## src/rtl/alu_seq.sv

```systemverilog
// alu_seq: handshaked ALU with single-cycle logic/arithmetic/shift ops and an
// iterative shift-add multiplier.
//
// Ports:
//   clk, rst_n           clock (rising edge) and asynchronous active-low reset
//   in_valid / in_ready  request handshake; a, b, sel are sampled on accept
//   a, b                 WIDTH-bit operands
//   sel                  000 AND, 001 OR, 010 ADD, 011 SUB, 100 XOR, 101 MUL,
//                        110 SLL, 111 SRL
//   out_valid/out_ready  result handshake; c and flags held until consumed
//   c                    registered WIDTH-bit result
//   flag_z/n/c/v         zero, negative, carry/borrow/shift-out, signed overflow
module alu_seq #(
  parameter int WIDTH = 8
) (
  input  logic             clk,
  input  logic             rst_n,
  input  logic             in_valid,
  output logic             in_ready,
  input  logic [WIDTH-1:0] a,
  input  logic [WIDTH-1:0] b,
  input  logic [2:0]       sel,
  output logic             out_valid,
  input  logic             out_ready,
  output logic [WIDTH-1:0] c,
  output logic             flag_z,
  output logic             flag_n,
  output logic             flag_c,
  output logic             flag_v
);

  localparam int CW = $clog2(WIDTH + 1);

  localparam logic [2:0] OP_AND = 3'b000;
  localparam logic [2:0] OP_OR  = 3'b001;
  localparam logic [2:0] OP_ADD = 3'b010;
  localparam logic [2:0] OP_SUB = 3'b011;
  localparam logic [2:0] OP_XOR = 3'b100;
  localparam logic [2:0] OP_MUL = 3'b101;
  localparam logic [2:0] OP_SLL = 3'b110;
  localparam logic [2:0] OP_SRL = 3'b111;

  typedef enum logic {IDLE = 1'b0, MUL = 1'b1} state_t;

  // Single-cycle ops. Returns {carry, overflow, result}.
  function automatic logic [WIDTH+1:0] alu_single(input logic [2:0]       op,
                                                  input logic [WIDTH-1:0] x,
                                                  input logic [WIDTH-1:0] y);
    logic [WIDTH-1:0]   r;
    logic               fc;
    logic               fv;
    logic [WIDTH:0]     wide;
    logic signed [WIDTH:0] ssum;
    logic               big;
    r    = '0;
    fc   = 1'b0;
    fv   = 1'b0;
    wide = '0;
    ssum = '0;
    big  = (32'(y) >= 32'(WIDTH));
    case (op)
      OP_AND: r = x & y;
      OP_OR:  r = x | y;
      OP_XOR: r = x ^ y;
      OP_ADD: begin
        wide = {1'b0, x} + {1'b0, y};
        r    = wide[WIDTH-1:0];
        fc   = wide[WIDTH];
        // One guard bit: overflow iff the top two bits of the signed sum differ.
        ssum = $signed({x[WIDTH-1], x}) + $signed({y[WIDTH-1], y});
        fv   = ssum[WIDTH] ^ ssum[WIDTH-1];
      end
      OP_SUB: begin
        wide = {1'b0, x} - {1'b0, y};
        r    = wide[WIDTH-1:0];
        fc   = wide[WIDTH];
        ssum = $signed({x[WIDTH-1], x}) - $signed({y[WIDTH-1], y});
        fv   = ssum[WIDTH] ^ ssum[WIDTH-1];
      end
      // An extra bit beside the operand catches the last bit shifted out;
      // a zero shift leaves it 0 naturally.
      OP_SLL: begin
        if (!big) begin
          wide = {1'b0, x} << y;
          r    = wide[WIDTH-1:0];
          fc   = wide[WIDTH];
        end
      end
      OP_SRL: begin
        if (!big) begin
          wide = {x, 1'b0} >> y;
          r    = wide[WIDTH:1];
          fc   = wide[0];
        end
      end
      default: r = '0;
    endcase
    return {fc, fv, r};
  endfunction

  state_t           state_q, state_d;
  logic [CW-1:0]    cnt;
  logic             accept, mul_start, mul_step, ld_single, ld_mul;
  logic [WIDTH-1:0] mul_x, mul_y, mul_acc;
  logic [WIDTH+1:0] single;
  logic [WIDTH-1:0] res_val;
  logic             res_c, res_v;

  assign single = alu_single(sel, a, b);

  always_comb begin
    res_val = single[WIDTH-1:0];
    res_c   = single[WIDTH+1];
    res_v   = single[WIDTH];
    if (ld_mul) begin
      res_val = mul_acc;
      res_c   = 1'b0;
      res_v   = 1'b0;
    end
  end

  always_ff @(posedge clk or negedge rst_n) begin
    if (!rst_n) state_q <= IDLE;
    else        state_q <= state_d;
  end

  always_comb begin
    state_d   = state_q;
    in_ready  = 1'b0;
    accept    = 1'b0;
    mul_start = 1'b0;
    mul_step  = 1'b0;
    ld_single = 1'b0;
    ld_mul    = 1'b0;
    case (state_q)
      IDLE: begin
        in_ready = !out_valid || out_ready;
        accept   = in_valid && in_ready;
        if (accept) begin
          if (sel == OP_MUL) begin
            mul_start = 1'b1;
            state_d   = MUL;
          end else begin
            ld_single = 1'b1;
          end
        end
      end
      MUL: begin
        // WIDTH edges consume multiplier bits; the next edge publishes.
        if (cnt == CW'(WIDTH)) begin
          ld_mul  = 1'b1;
          state_d = IDLE;
        end else begin
          mul_step = 1'b1;
        end
      end
      default: state_d = IDLE;
    endcase
  end

  always_ff @(posedge clk or negedge rst_n) begin
    if (!rst_n)          cnt <= '0;
    else if (mul_start)  cnt <= '0;
    else if (mul_step)   cnt <= cnt + CW'(1);
    else if (ld_mul)     cnt <= '0;
  end

  // Multiplier datapath: shift-add, one bit of mul_y per cycle.
  always_ff @(posedge clk) begin
    if (mul_start) begin
      mul_x   <= a;
      mul_y   <= b;
      mul_acc <= '0;
    end else if (mul_step) begin
      mul_acc <= mul_acc + (mul_y[0] ? mul_x : '0);
      mul_x   <= mul_x << 1;
      mul_y   <= mul_y >> 1;
    end
  end

  // Result stage: load on completion, hold until consumed.
  always_ff @(posedge clk or negedge rst_n) begin
    if (!rst_n) begin
      out_valid <= 1'b0;
      c         <= '0;
      flag_z    <= 1'b0;
      flag_n    <= 1'b0;
      flag_c    <= 1'b0;
      flag_v    <= 1'b0;
    end else if (ld_single || ld_mul) begin
      out_valid <= 1'b1;
      c         <= res_val;
      flag_z    <= (res_val == '0);
      flag_n    <= res_val[WIDTH-1];
      flag_c    <= res_c;
      flag_v    <= res_v;
    end else if (out_ready) begin
      out_valid <= 1'b0;
    end
  end

endmodule
```

## config.mk

```make
export PLATFORM = sky130hd
export DESIGN_NAME = alu_seq
export DESIGN_NICKNAME = d
export VERILOG_FILES = /design/src/rtl/alu_seq.sv
export SDC_FILE = /design/constraint.sdc
export NUM_CORES = 1
export LEC_CHECK = 0
export CAP_MARGIN = 20
export CORE_UTILIZATION = 41
export DETAILED_ROUTE_END_ITERATION = 8
export DONT_BUFFER_PORTS = 1
export GPL_TIMING_DRIVEN = 0
export SYNTH_ARGS = -nofsm -noshare
export SYNTH_HDL_FRONTEND = slang
export SYNTH_SLANG_ARGS = --single-unit
```

## constraint.sdc

```tcl
create_clock -name clk -period 3.4 [get_ports clk]
set_input_delay 0.51 -clock clk [delete_from_list [all_inputs] [get_ports clk]]
set_output_delay 0.51 -clock clk [all_outputs]
set_load 0.01 [all_outputs]
```

After elaboration in Yosys (flattened, before gate mapping)
Cells that the tools add are included. W data, S select, Z words.

Flip-flop bits (word level): 42. Bits of input ports: 23. Word-level logic and storage cells: 75.

$add $sub $neg: 6. $lt $le $gt $ge: 1. Eq/ne operators: 8. Shifts and indexed selects: 2. Multiplexer cells: 32. Bitwise operators: 6. Reduce and logical (&&, ||, !) cells: 9.

Operators by type and width (count): $mux W8 (8); $pmux W8 S7 (1); $add A8 B8 Y9 (2); $sub A8 B8 Y9 (2); $mux W1 (17); $eq A3 B3 Y1 const B (4); $mux W4 (3); $shl A8 B8 Y9 (1); $shr A9 B8 Y9 (1); $add A8 B8 Y8 (1); $and A8 B8 Y8 (1); $ge A8 B4 Y1 const B (1); $logic_not A8 Y1 (1); $or A8 B8 Y8 (1); $xor A8 B8 Y8 (1); $eq A3 B2 Y1 const B (2); $add A4 B1 Y4 const B (1); $eq A4 B4 Y1 const B (1); $pmux W1 S2 (2); $pmux W1 S4 (1); $reduce_bool A2 Y1 (2); $eq A3 B1 Y1 const B (1); $logic_not A3 Y1 (1); $reduce_bool A3 Y1 (1); 5 further kinds (7).

Longest topological paths before layout
Word-level depth: 7. Depth in mapped cells: 12. Gate-level depth less buffers: 12.

Least setup slack after synthesis
No wires, ideal clock.

Kind: input to register. Start point: input out_ready. End point: register cnt[2]. Library setup time: 129 ps. Data arrival time: 2649 ps. Data required time: 3271 ps. Slack: 622 ps. Stages on the path: 7. Path buffers: 0. Cell sequence: nor2b_1 -> nor2_1 -> nand2_1 -> o21ai_0 -> o21ai_0 -> nand2_1 -> o21ai_0.

Longest elaborated chain between the ends: 5.

Ends and longest elaborated chain: start: declaration (RTL line 24) `input logic out_ready,`; $logic_or A1 B1 Y1 (*) (RTL line 137) `in_ready = !out_valid || out_ready;`; $logic_and A1 B1 Y1 (*) (RTL line 138) `accept = in_valid && in_ready;`; $mux W1 (*) (RTL line 139) `if (accept) begin`; $mux W1 (*) (RTL line 135) `case (state_q)`; $reduce_bool A3 Y1 (no source line) or $mux W4 (tied branches); end signal: assignment (RTL line 164) `else if (mul_step) cnt <= cnt + CW'(1);`; end: declaration (RTL line 102) `logic [CW-1:0] cnt;`.

Mark *: on every way between the ends. The rest lies on a longest branch, timed or not. A chain may end at the register's enable or synchronous reset.

Worst setup path after layout
Start point: input b[2]. End point: register flag_z.

Longest elaborated chain between the ends: 5.

Ends and longest elaborated chain: start: declaration (RTL line 21) `input logic [WIDTH-1:0] b,`; $ge A8 B4 Y1, or another cell as far along (RTL line 60) `big = (32'(y) >= 32'(WIDTH));`; $mux W8, on equally long branches (RTL line 90, 83); $pmux W8 S7 (*) (RTL line 61) `case (op)`; $mux W8 (*) (RTL line 115) `if (ld_mul) begin`; $logic_not A8 Y1 (*) (RTL line 193) `flag_z <= (res_val == '0);`; end signal: assignment (RTL line 193); end: declaration (RTL line 26) `output logic flag_z,`.

Marks and branches as above.

==> impl_metrics.csv <==
group,metric,value,unit
run_status,status,"completed",
timing,slew_headroom,34.5,%
cts,cts_setup_buffers,0,
worst_setup_path,critPathBufInv,2,
timing,finalCriticalPeriod,3.10,ns
layout,multi_input_area,2590,µm²
pwr,pwr-share-clk,14.8,%
worst_setup_path,cp.arrival,3.31,ns
cts,cts_tree,"built",
pwr,peakVddDrop,0.000274,V
drt,via_per_inst,5.73,
worst_setup_path,crit_cells,11,
yosys,synthArstFlopShare,41.5,%
timing,finalMaxSlewViolations,0,
yosys,synth_edf_count,16,
layout,register_area,1070,µm²
worst_setup_path,cp.required,3.61,ns
timing,grt_setup_unrepaired,"no",
floorplan,coreArea,9280,µm²
pwr,seqPwrFrac,40.2,%
yosys,ys_seq_area_share,27.0,%
timing,clock_skew,0.00829,ns
yosys,avgSynthCellArea,8.34,µm²
drt,wirelength,11500,µm
pwr,power_frac_comb,45.1,%
yosys,syn-num-nets,532,
timing,tightest_slew,0.982,ns
yosys,yosys_warnings,0,
cts,clock_latency,0.30,ns
timing,max_freq,323,MHz
layout,most-common-layout-cells,"nand2_1, inv_1, nor2_1, o21ai_0, ha_1",
floorplan,die-area,10000,µm²
place,dpl.hpwl,9070,µm
yosys,syn-instance-count,473,
worst_setup_path,worstSetupStartpointType,"input port",
place,dpl_cell_area,4110,µm²
worst_setup_path,path_delay_family,"compound AO/OA/AOI/OAI gates",
global_route,grt_pass1_vias,3379,
cts,clk_pin_slew,0.09,ns
cts,cts_buffers,5,
worst_setup_path,path_cells,"clkbuf_1, inv_1, ha_1, nand2b_1, a221oi_1, nor4_1, o21ai_0, o211ai_1, a2bb2oi_1, nand4bb_1, o31ai_1",
layout,fin_cells,611,
worst_setup_path,cp_max_fo,9,
drt,drc_errors,0,
cts,htreeDepth,2,
layout,postLayoutCellArea,4230,µm²
yosys,synth_flop_cell,"dfrtp_1",
pwr,powerDensity,602,nW/µm²
timing,setup_viol,0,
drt,vias,3500,
floorplan,num_io_pins,37,
worst_hold_path,hold_class,"in -> reg",
run,maxCapViolCount,0,
drt,drtAntennaViolNets,0,
pwr,netSwitchingFraction,40.1,%
place,io_buffers,0,
pwr,leakagePower,1.78,nW
floorplan,die_y,100,µm
pwr,total_power,2.55,mW
pwr,p_int,1.53,mW
pwr,p_switching,1.02,mW
timing,fin_setup_tns,0,ns
cts,cts_sinks,41,
place,placed_cells,602,
global_route,grt_pass1_wl,18500,µm
layout,n_antenna_cell,0,
place,preCtsSetupSlack,0.0828,ns
global_route,grt-ovfl-total,0,
worst_setup_path,crit_path_end_kind,"flip-flop",
yosys,syn_area,3940,µm²
yosys,synth_cell_types,70,
layout,syn_to_final_growth,7.20,%
worst_setup_path,rr_worst_depth,6,
worst_setup_path,cpPeakStageDelay,0.46,ns
layout,final_common_cell,"nand2_1",
layout,num-fill-cells,941,
worst_setup_path,cp_slowest_cell,"a221oi_1",
global_route,grt_usage,23.9,%
global_route,grt_max_degree,19,
drt,first_iter_violations,208,
floorplan,initial_core_util,42.5,%
cts,clock_path_buffers,2,
yosys,synth_seq_cells,41,
global_route,antenna_found_initial,0,
drt,routedWlPerCell,18.8,µm
floorplan,die_x,100,µm
drt,drtPass1Iterations,5,
floorplan,row_count,35,
layout,final_core_util,45.5,%
timing,layout_worst_path_cycle_share,91.1,%
cts,root_buffer,"clkbuf_8",
timing,hold_viol,0,
timing,worst_slack,0.302,ns
place,place.gp.congestion,0.949,
layout,drive_gt1_share,11.0,%
layout,nNetsFinal,540,
worst_hold_path,holdPathStages,2,
timing,whs,0.403,ns
worst_setup_path,path_class,"in -> reg",
## Yosys cell counts, drive strengths merged, types with 5 or more instances
library cell  instances  area share (%)
edfxtp               16              12
mux2i                15             3.8
a21oi                28             3.6
dfxtp                 8             4.1
inv                  35             3.3
and2                  8             1.3
ha                   33              10
nor2b                 8             1.3
mux2                 18             5.1
nand3                14             1.8
buf                  17             3.4
clkbuf                7            0.67
a211oi                5            0.95
o22ai                10             1.6
nor3                 17             2.4
nand2b                6            0.95
dfrtp                17              11
xor2                  8             1.8
xnor2                 5             1.1
nor2                 35             3.3
o21ai                36             4.6
a31oi                 5            0.79
o211ai                5            0.95
nand2                52             4.9
## power groups by stage
stage | logic, mW | registers, mW | clock network (mW)
after floorplan | 0.928 | 0.972 | 0
after global placement | 1.11 | 1.03 | 0
after detailed placement | 1.14 | 1.04 | 0
after CTS | 1.15 | 1.03 | 0.379
after global routing | 1.30 | 1.06 | 0.407
final | 1.15 | 1.02 | 0.376
## worst paths after layout
check                            from  slack [ns]         end
setup / recovery                 b[2]        0.30      flag_z
hold / removal              out_ready        0.40   out_valid
setup reg to reg            out_valid        0.83    mul_x[6]
hold reg to reg            mul_acc[2]        0.52  mul_acc[2]
max in group asynchronous       rst_n        2.23        c[3]
min in group asynchronous       rst_n        0.70        c[0]
## flip-flops by register name, indices dropped and copies added (netlist names)
name and cells:
c 8, mul_acc 8, mul_x 8, mul_y 8
cnt 4, flag_c 1, flag_v 1, flag_z 1
out_valid 1, state_q 1
## cell type report
class | count | share of cell area (%)
flip-flops and latches | 41 | 25.2
multi-input cells | 373 | 61.3
repair buffers | 1 | 0.237
plain buffers | 24 | 3.79
clock inverters | 2 | 0.355
well taps | 129 | 3.82
inverters | 35 | 3.11
clock buffers | 6 | 2.22
## metal layers
metal | vias up | share of wire, % | GRT usage [%]
met2 | 101 | 44 | 38.6
met5 | - | 0 | 0
met3 | 14 | 5.2 | 3.97
li1 | 1713 | - | -
met4 | 0 | 1.4 | 5.35
met1 | 1672 | 49 | 33.4
## cells by family (layout without fill, tap and decap cells)
| group | Yosys count | count (layout) | share of synthesized area (%) |
|---|---|---|---|
| DFF | 41 | 41 | 27.0 |
| xor gates and xnor gates | 13 | 13 | 2.89 |
| AOI/OAI and AO/OA | 133 | 133 | 22.2 |
| and+or+nand+nor | 158 | 158 | 19.5 |
| buffers and inverters | 59 | 68 | 7.39 |
| adders and majority gates | 36 | 36 | 12.0 |
| muxes | 33 | 33 | 8.95 |
## timing repair
item,in CTS,in global routing
endpoints found under the hold margin,17,0
gates resized for setup,0,0
hold buffers,1,0
Note: power is estimated with default switching activity, not from simulation.
